<file path="src/rtl/clk_tick_gen_if.sv">
// clk_tick_gen_if: enable, per-channel divisor load and per-channel
// tick/sq/pend outputs of the tick generator.
interface clk_tick_gen_if #(
   parameter int NUM_CH = 4,
   parameter int CNT_W  = 32
);
   logic                    en;
   logic [NUM_CH*CNT_W-1:0] div_val;
   logic [NUM_CH-1:0]       div_load;
   logic [NUM_CH-1:0]       pend;
   logic [NUM_CH-1:0]       tick;
   logic [NUM_CH-1:0]       sq;

   modport master (
      output en, div_val, div_load,
      input  pend, tick, sq
   );

   modport slave (
      input  en, div_val, div_load,
      output pend, tick, sq
   );
endinterface

</file>
<file path="src/rtl/clk_tick_gen.sv">
// clk_tick_gen: multi-channel tick/square generator with runt-free reloads.
// Optional TICK_PHASE_SYNC_EN adds a sync input that phase-aligns all channels.
module clk_tick_gen #(
   parameter int          NUM_CH      = 4,
   parameter int          CNT_W       = 32,
   parameter int unsigned DEFAULT_DIV = 100000000
) (
   input logic clk,
   input logic rst,
`ifdef TICK_PHASE_SYNC_EN
   input logic sync,
`endif
   clk_tick_gen_if.slave bus
);

   localparam logic [CNT_W-1:0] DEF = CNT_W'(DEFAULT_DIV);
   localparam logic [CNT_W-1:0] ONE = CNT_W'(1);

   logic              syn;
   logic [NUM_CH-1:0] pend_v;
   logic [NUM_CH-1:0] tick_v;
   logic [NUM_CH-1:0] sq_v;

`ifdef TICK_PHASE_SYNC_EN
   assign syn = sync;
`else
   assign syn = 1'b0;
`endif

   genvar i;
   for (i = 0; i < NUM_CH; i++) begin : g_ch
      logic [CNT_W-1:0] cnt;
      logic [CNT_W-1:0] act;
      logic [CNT_W-1:0] nxt;
      logic [CNT_W-1:0] act_m;
      logic [CNT_W-1:0] lim;
      logic [CNT_W-1:0] val;
      logic             pend_q;
      logic             tick_q;
      logic             sq_q;
      logic             ld;
      logic             wrap;

      assign val   = bus.div_val[i*CNT_W +: CNT_W];
      assign ld    = bus.div_load[i];
      // divisor 0 behaves as 1, so lim never underflows
      assign act_m = (act == '0) ? ONE : act;
      assign lim   = act_m - ONE;
      assign wrap  = bus.en && (cnt >= lim);

      always_ff @(posedge clk or posedge rst) begin
         if (rst) begin
            cnt    <= '0;
            act    <= DEF;
            nxt    <= DEF;
            pend_q <= 1'b0;
            tick_q <= 1'b0;
            sq_q   <= 1'b0;
         end else begin
            if (syn) begin
               cnt    <= '0;
               sq_q   <= 1'b0;
               tick_q <= 1'b0;
               if (pend_q) begin
                  act    <= nxt;
                  pend_q <= 1'b0;
               end
            end else if (wrap) begin
               cnt    <= '0;
               tick_q <= 1'b1;
               sq_q   <= ~sq_q;
               if (pend_q) begin
                  act    <= nxt;
                  pend_q <= 1'b0;
               end
            end else if (bus.en) begin
               cnt    <= cnt + ONE;
               tick_q <= 1'b0;
            end else begin
               tick_q <= 1'b0;
            end
            // a load in the boundary cycle lands after the old value applies
            if (ld) begin
               nxt    <= val;
               pend_q <= 1'b1;
            end
         end
      end

      assign pend_v[i] = pend_q;
      assign tick_v[i] = tick_q;
      assign sq_v[i]   = sq_q;
   end

   assign bus.pend = pend_v;
   assign bus.tick = tick_v;
   assign bus.sq   = sq_v;

endmodule

</file>
<file path="src/flat_wrapper.sv">
// flat-port wrapper written by rule: the top's interface ports become plain ports
module clk_tick_gen_flat 
#(
   parameter int          NUM_CH      = 4,
   parameter int          CNT_W       = 32,
   parameter int unsigned DEFAULT_DIV = 100000000
)
  (clk, rst, bus_en, bus_div_val, bus_div_load, bus_pend, bus_tick, bus_sq);
  clk_tick_gen_if #(.NUM_CH(NUM_CH), .CNT_W(CNT_W)) bus_i ();
  input logic clk;
  input logic rst;
  input wire logic [$bits(bus_i.en)-1:0] bus_en;
  input wire logic [$bits(bus_i.div_val)-1:0] bus_div_val;
  input wire logic [$bits(bus_i.div_load)-1:0] bus_div_load;
  output wire logic [$bits(bus_i.pend)-1:0] bus_pend;
  output wire logic [$bits(bus_i.tick)-1:0] bus_tick;
  output wire logic [$bits(bus_i.sq)-1:0] bus_sq;
  assign bus_i.en = bus_en;
  assign bus_i.div_val = bus_div_val;
  assign bus_i.div_load = bus_div_load;
  assign bus_pend = bus_i.pend;
  assign bus_tick = bus_i.tick;
  assign bus_sq = bus_i.sq;
  clk_tick_gen #(.NUM_CH(NUM_CH), .CNT_W(CNT_W), .DEFAULT_DIV(DEFAULT_DIV)) u_core (.clk(clk), .rst(rst), .bus(bus_i));
endmodule
</file>
<file path="config.mk">
export PLATFORM = sky130hd
export DESIGN_NAME = clk_tick_gen_flat
export DESIGN_NICKNAME = d
export VERILOG_FILES = /design/src/rtl/clk_tick_gen_if.sv /design/src/rtl/clk_tick_gen.sv /design/src/flat_wrapper.sv
export SDC_FILE = /design/constraint.sdc
export NUM_CORES = 1
export LEC_CHECK = 0
export ABC_AREA = 0
export BUFFER_PORTS_ARGS = -buffer_cell sky130_fd_sc_hd__buf_4
export CORE_MARGIN = 3
export CORE_UTILIZATION = 55
export CTS_BUF_LIST = sky130_fd_sc_hd__clkbuf_4
export DETAILED_ROUTE_END_ITERATION = 7
export PLACE_DENSITY = 0.77
export SKIP_LAST_GASP = 1
export SLEW_MARGIN = 5
export SYNTH_ARGS = -nofsm -noshare
export SYNTH_HDL_FRONTEND = slang
export SYNTH_SLANG_ARGS = --single-unit
export TNS_END_PERCENT = 5
</file>
<file path="constraint.sdc">
create_clock -name clk -period 10.8 [get_ports clk]
set_input_delay 0 -clock clk [delete_from_list [all_inputs] [get_ports clk]]
set_output_delay 0 -clock clk [all_outputs]
set_load 0.05 [all_outputs]
</file>
# == Word-level counts from Yosys, hierarchy flattened ==
# Index checks and enable logic that the tools add are counted.
# totals
regBits,396
in_bits,135
word_cells,84
# op_classes
addsub,8
order_cmp,4
mux,24
n_bitwise,4
reduce_logical,20
# ops
op,n
$mux 32,12
$add 32x1->32 const B,4
$ge 32x32->1,4
$logic_not 32->1,4
$sub 32x1->32 const B,4
$reduce_bool 2->1,8
$mux 1,12
$reduce_and 2->1,4
$logic_and 1x1->1,4
$not 1->1,4

# == Logic depth before layout (Yosys ltp) ==
# logic_depth
word_depth,7
mapped_depth,21

# == Least setup slack after synthesis ==
# OpenSTA, ideal clock, no wires.
# synth_path
path_kind,register to register
start,reg u_core.g_ch[2].act[3]
end,reg u_core.g_ch[2].act[0]
setup_ns,0.125
arrival_time_ns,5.100
required_ns,10.675
setup_slack_ns,5.576
path_stages_with_launch,21
cell_sequence,dfrtp_1 > or4_1 > nor4_1 > nand2_1 > nor3_1 > nor2_1 > ha_1 > inv_1 > nor4_1 > nand3b_1 > or3_1 > nor3_1 > xnor2_1 > ha_1 > and2_0 > a221o_1 > a221o_1 > nor3_1 > o22a_1 > buf_4 > mux2_2
# synth_between
elab_chain_cells,6
# synth_rtl
item,line_no,rtl
from (decl),clk_tick_gen.sv:33,logic [CNT_W-1:0] act;
from (signal assigned),clk_tick_gen.sv:65,act <= nxt;
from (signal assigned),clk_tick_gen.sv:73,act <= nxt;
$logic_not 32->1,clk_tick_gen.sv:47,assign act_m = (act == '0) ? ONE : act;
$mux 32 (*),clk_tick_gen.sv:47,
$sub 32x1->32 (*),clk_tick_gen.sv:48,assign lim = act_m - ONE;
$ge 32x32->1 (*),clk_tick_gen.sv:49,assign wrap = bus.en && (cnt >= lim);
$logic_and 1x1->1 (*),clk_tick_gen.sv:49,
$reduce_and 2->1 (no source line) (*),--,
# Every way passes the cells marked *; elsewhere a longest branch is shown, timed or not.
# A chain may end at the register's enable or synchronous reset.

# == Worst setup path in the final report ==
# layout_path
start,reg u_core.g_ch[2].act[2]
end,reg u_core.g_ch[2].act[0]
# The elaborated chain is that of the path after synthesis.

==> summary.md <==
| Metric | Value |
|---|---|
| Final setup fails | 0 |
| Skew-Pair Late Insertion Delay | 830 ps |
| Fin cells | 3098 |
| Sequential area share after synthesis | 47.2% |
| Fin nets | between 2000 and 3000 |
| CP Launch Type | flip-flop |
| DR DRC count | 0 |
| Final antenna-violating net count | 0 |
| WS Path Type | flip-flop to flip-flop |
| First-pass GRT wire length | approximately 98000 um |
| Max Root-Sink Buffers | 3 |
| Drt pass-1 iters | 5 |
| Cells after Synth | about 1900 |
| Min-delay src | bus_en |
| CTS resizes | 0 |
| Hold depth | 4 |
| Full die area | 41000 um^2 |
| Async SR Flop Fraction | 100% |
| Fin. max-slew vios | 0 |
| Top FF cell, synth | dfrtp_1 |
| Synth top area cells | dfrtp_1 35%, mux2_2 14%, dfstp_2 12% |
| Comb power frac | 35.1% |
| GRT Util Overall | 29.1% |
| Crit path max-delay family | simple AND/OR/NAND/NOR gates |
| YS warnings | 0 |
| Clock transition at path regs | 70 ps |
| Row count | 71 |
| Status | completed |
| Share of cells above drive strength 1 | 27.4% |
| Tmin final | 6660 ps |
| WHS Endpoint | u_core.g_ch[1].cnt[1] |
| Setup TNS Final | 0 ps |
| Ports | 147 |
| Max Cap Viol | 0 |
| RSZ-0062 raised after global routing | false |
| Synthesized flop and latch total | 396 |
| Initial antenna violation count | 6 |
| Arrival @ worst endpoint | roughly 7300 ps |
| Final GP Congestion | approximately 0.84 |
| WL final | 59400 um |
| Final hold viol count | 0 |
| Placed cell count | between 2000 and 3000 |
| Reg2reg setup slack | 4140 ps |
| Number of flops mapped to enable cells by yosys | 0 |
| Root Buffer Master | clkbuf_4 |
| Routed vias/inst | roughly 5.7 |
| Wl on met1 | 23000 um |
| Met2 WL | 31500 um |
| Most used cell, CP | nor3_1 |
| Hold Path Class | input pin to flip-flop |
| Slew headroom | about a quarter |
| Initial core utilization | a little under three fifths |
| PortBufs | 146 |
| Synth top area share | 35.3% |
| DR iter-0 viols | 907 |
| R2R depth | 20 |
| Die W | between 200 and 250 um |
| Fin crit share | between 60 and 70% |
| Worst path slowest cell | nor3_1 |
| Worst vdd ir | between 200 and 250 uV |
| Critical Path RT | 11460 ps |
| Least-Margin Pin Slew | 1130 ps |
| Max Freq | 150 MHz |
| CTS buffer count | 102 |
| Clock network power share | between 20% and 30% |
| WL/cell | 19.2 um |
| Reg power frac | 38.6% |
| GRT overflow | 0 |
| H-tree depth | 3 |
| P_sw | 1.89 mW |
| Core ar. | 37800 um^2 |
| Cell Area, Synth | 21300 um^2 |
| R2R Path Start | u_core.g_ch[2].act[2] |
| Area Overhead vs Synth | 31.9% |
| Worst path cell trace | or4_1 > nor4_1 > nand2_1 > nor3_1 > nor2_1 > ha_1 > inv_1 > nor4_1 > nand3b_1 > or3_1 > nor3_1 > xnor2_1 > ha_1 > and2_0 > a221o_1 > a221o_1 > nor3_1 > o22a_1 > buf_4 > mux2_2 |
| Vias | 17530 |
| Post-Syn Area per Cell | ~11 um^2 |
| Crit path capture type | flip-flop |
| Max stage delay on crit path | around 830 ps |
| Met3 Wirelength | roughly 2600 um |
| Static Leak | between 10 and 15 nW |
| Pint | 3.27 mW |
| Number of distinct library cells after synthesis | 66 |
| Top layer in use | met5 |
| Vias in the first global route | around 19000 |
| Reg2reg end | u_core.g_ch[2].act[0] |
| CP max FO | 32 |
| Clock Sink Count | 396 |
| CTS tree | done |
| Switching Fraction | a little over a third |
| PwrDens | 184 nW/um^2 |
| Worst path bufs/invs | 2 |
| Largest area contributor in the netlist | dfrtp_1 |
| Post-synthesis net count | approximately 2200 |
| Largest net degree at the start of global routing | 86 |
| Skew final | 69.1 ps |
| Hpwl dp | 31500 um |
| Die Span Y | just over 200 um |
## per-layer routing
metal | track usage, % | vias to the layer above
li1 | - | 8057
met1 | 33.4 | 8674
met2 | 53.2 | 573
met3 | 5.21 | 224
met4 | 12.8 | 2
met5 | 0 | -
## area by class of cell
class | instances | area (um^2)
clock inverters | 32 | 143
clock buffers | 159 | 1190
fillers | 2372 | 9800
inverters | 31 | 120
well taps | 511 | 639
multi-input cells | 1413 | 10800
repair buffers | 550 | 5100
flip-flops and latches | 396 | 10000
diodes | 6 | 15.0
## how the worst max path moves through the flow
stage | start | end | slack, ps | cells past startpoint
after floorplan | rst | u_core.g_ch[0].act[0] | 5550 | 1
after global placement | u_core.g_ch[2].act[3] | u_core.g_ch[2].act[3] | 4810 | 20
after detailed placement | u_core.g_ch[2].act[3] | u_core.g_ch[2].act[5] | 4580 | 20
after CTS | u_core.g_ch[2].act[3] | u_core.g_ch[2].act[0] | 4560 | 20
after global routing | u_core.g_ch[2].act[2] | u_core.g_ch[2].act[0] | 3810 | 20
final | u_core.g_ch[2].act[2] | u_core.g_ch[2].act[0] | 4140 | 20
## cells by family after synthesis
family	after synthesis	share of synthesized area [%]
mux	256	13.6
xor+xnor	228	9.39
compound gates	150	4.61
fa+ha+maj	136	8.01
flops	396	47.2
buf+inv	97	2.01
simple gates	643	15.2
## through the flow
step	cell area [um^2]	hold slack [ps]	power, mW	utilization [%]	setup WS, ps
global route	28000	213	5.48	74.1	3810
detailed placement	22800	98.1	3.54	60.3	4580
global placement	22800	98.9	3.44	60.3	4810
floorplan	21300	152	3.15	-	5550
finish	28000	244	5.15	74.1	4140
CTS	28000	176	5.01	74.1	4560
## power groups by stage
stage / clock network (mW) / logic [mW] / registers (mW)
2_1_floorplan: 0 / 1.25 / 1.90
3_3_place_gp: 0 / 1.48 / 1.96
3_5_place_dp: 0 / 1.57 / 1.97
4_1_cts: 1.34 / 1.72 / 1.95
5_1_grt: 1.47 / 2.00 / 2.01
6_report: 1.36 / 1.81 / 1.99
## registers in the layout, indices dropped and copies added, names as in the netlist
| signal | cells |
|---|---|
| u_core.g_ch.act | 128 |
| u_core.g_ch.cnt | 128 |
| u_core.g_ch.nxt | 128 |
| u_core.g_ch.pend_q | 4 |
| u_core.g_ch.sq_q | 4 |
| u_core.g_ch.tick_q | 4 |
## layout by cell type (no fill, tap or decap), drive strengths merged, types with 34 or more instances in the layout
| master | Yosys | routed |
|---|---|---|
| a21oi | 50 | 50 |
| buf | 20 | 162 |
| clkbuf | 46 | 159 |
| dfrtp | 300 | 300 |
| dfstp | 96 | 96 |
| dlygate4sd3 | 0 | 388 |
| ha | 136 | 136 |
| mux2 | 256 | 256 |
| nand2 | 103 | 103 |
| nand3 | 52 | 52 |
| nand4 | 53 | 53 |
| nor2 | 213 | 213 |
| nor3 | 58 | 58 |
| nor4 | 34 | 34 |
| xnor2 | 123 | 123 |
| xor2 | 105 | 105 |
## tightest hold or removal path, stage by stage
cell and delay, ps:
dlygate4sd3_1 560, buf_4 260, nand2_1 110, o22ai_1 60
## cells in the mapped netlist, types with 7 or more instances
| cell | count |
|---|---|
| ha_1 | 136 |
| o211ai_1 | 11 |
| mux2_2 | 256 |
| nand3_1 | 52 |
| nand2_1 | 103 |
| xnor2_1 | 123 |
| nor2_1 | 213 |
| dfrtp_1 | 300 |
| nand4_1 | 53 |
| inv_1 | 31 |
| nand2b_1 | 14 |
| clkbuf_1 | 46 |
| or3_1 | 15 |
| nor3_1 | 57 |
| buf_4 | 15 |
| nor4_1 | 33 |
| and4_1 | 17 |
| dfstp_2 | 96 |
| and3_1 | 24 |
| a21oi_1 | 50 |
| o21ai_0 | 25 |
| xor2_1 | 105 |
| or4_1 | 20 |
| or2_2 | 7 |
| o21a_1 | 9 |
## repair_timing
| action | in CTS | in global routing |
|---|---|---|
| endpoints found under the hold margin | 326 | 0 |
| setup buffers | 0 | 0 |
| hold buffers | 388 | 0 |
Power figures use the tool's default switching activity.
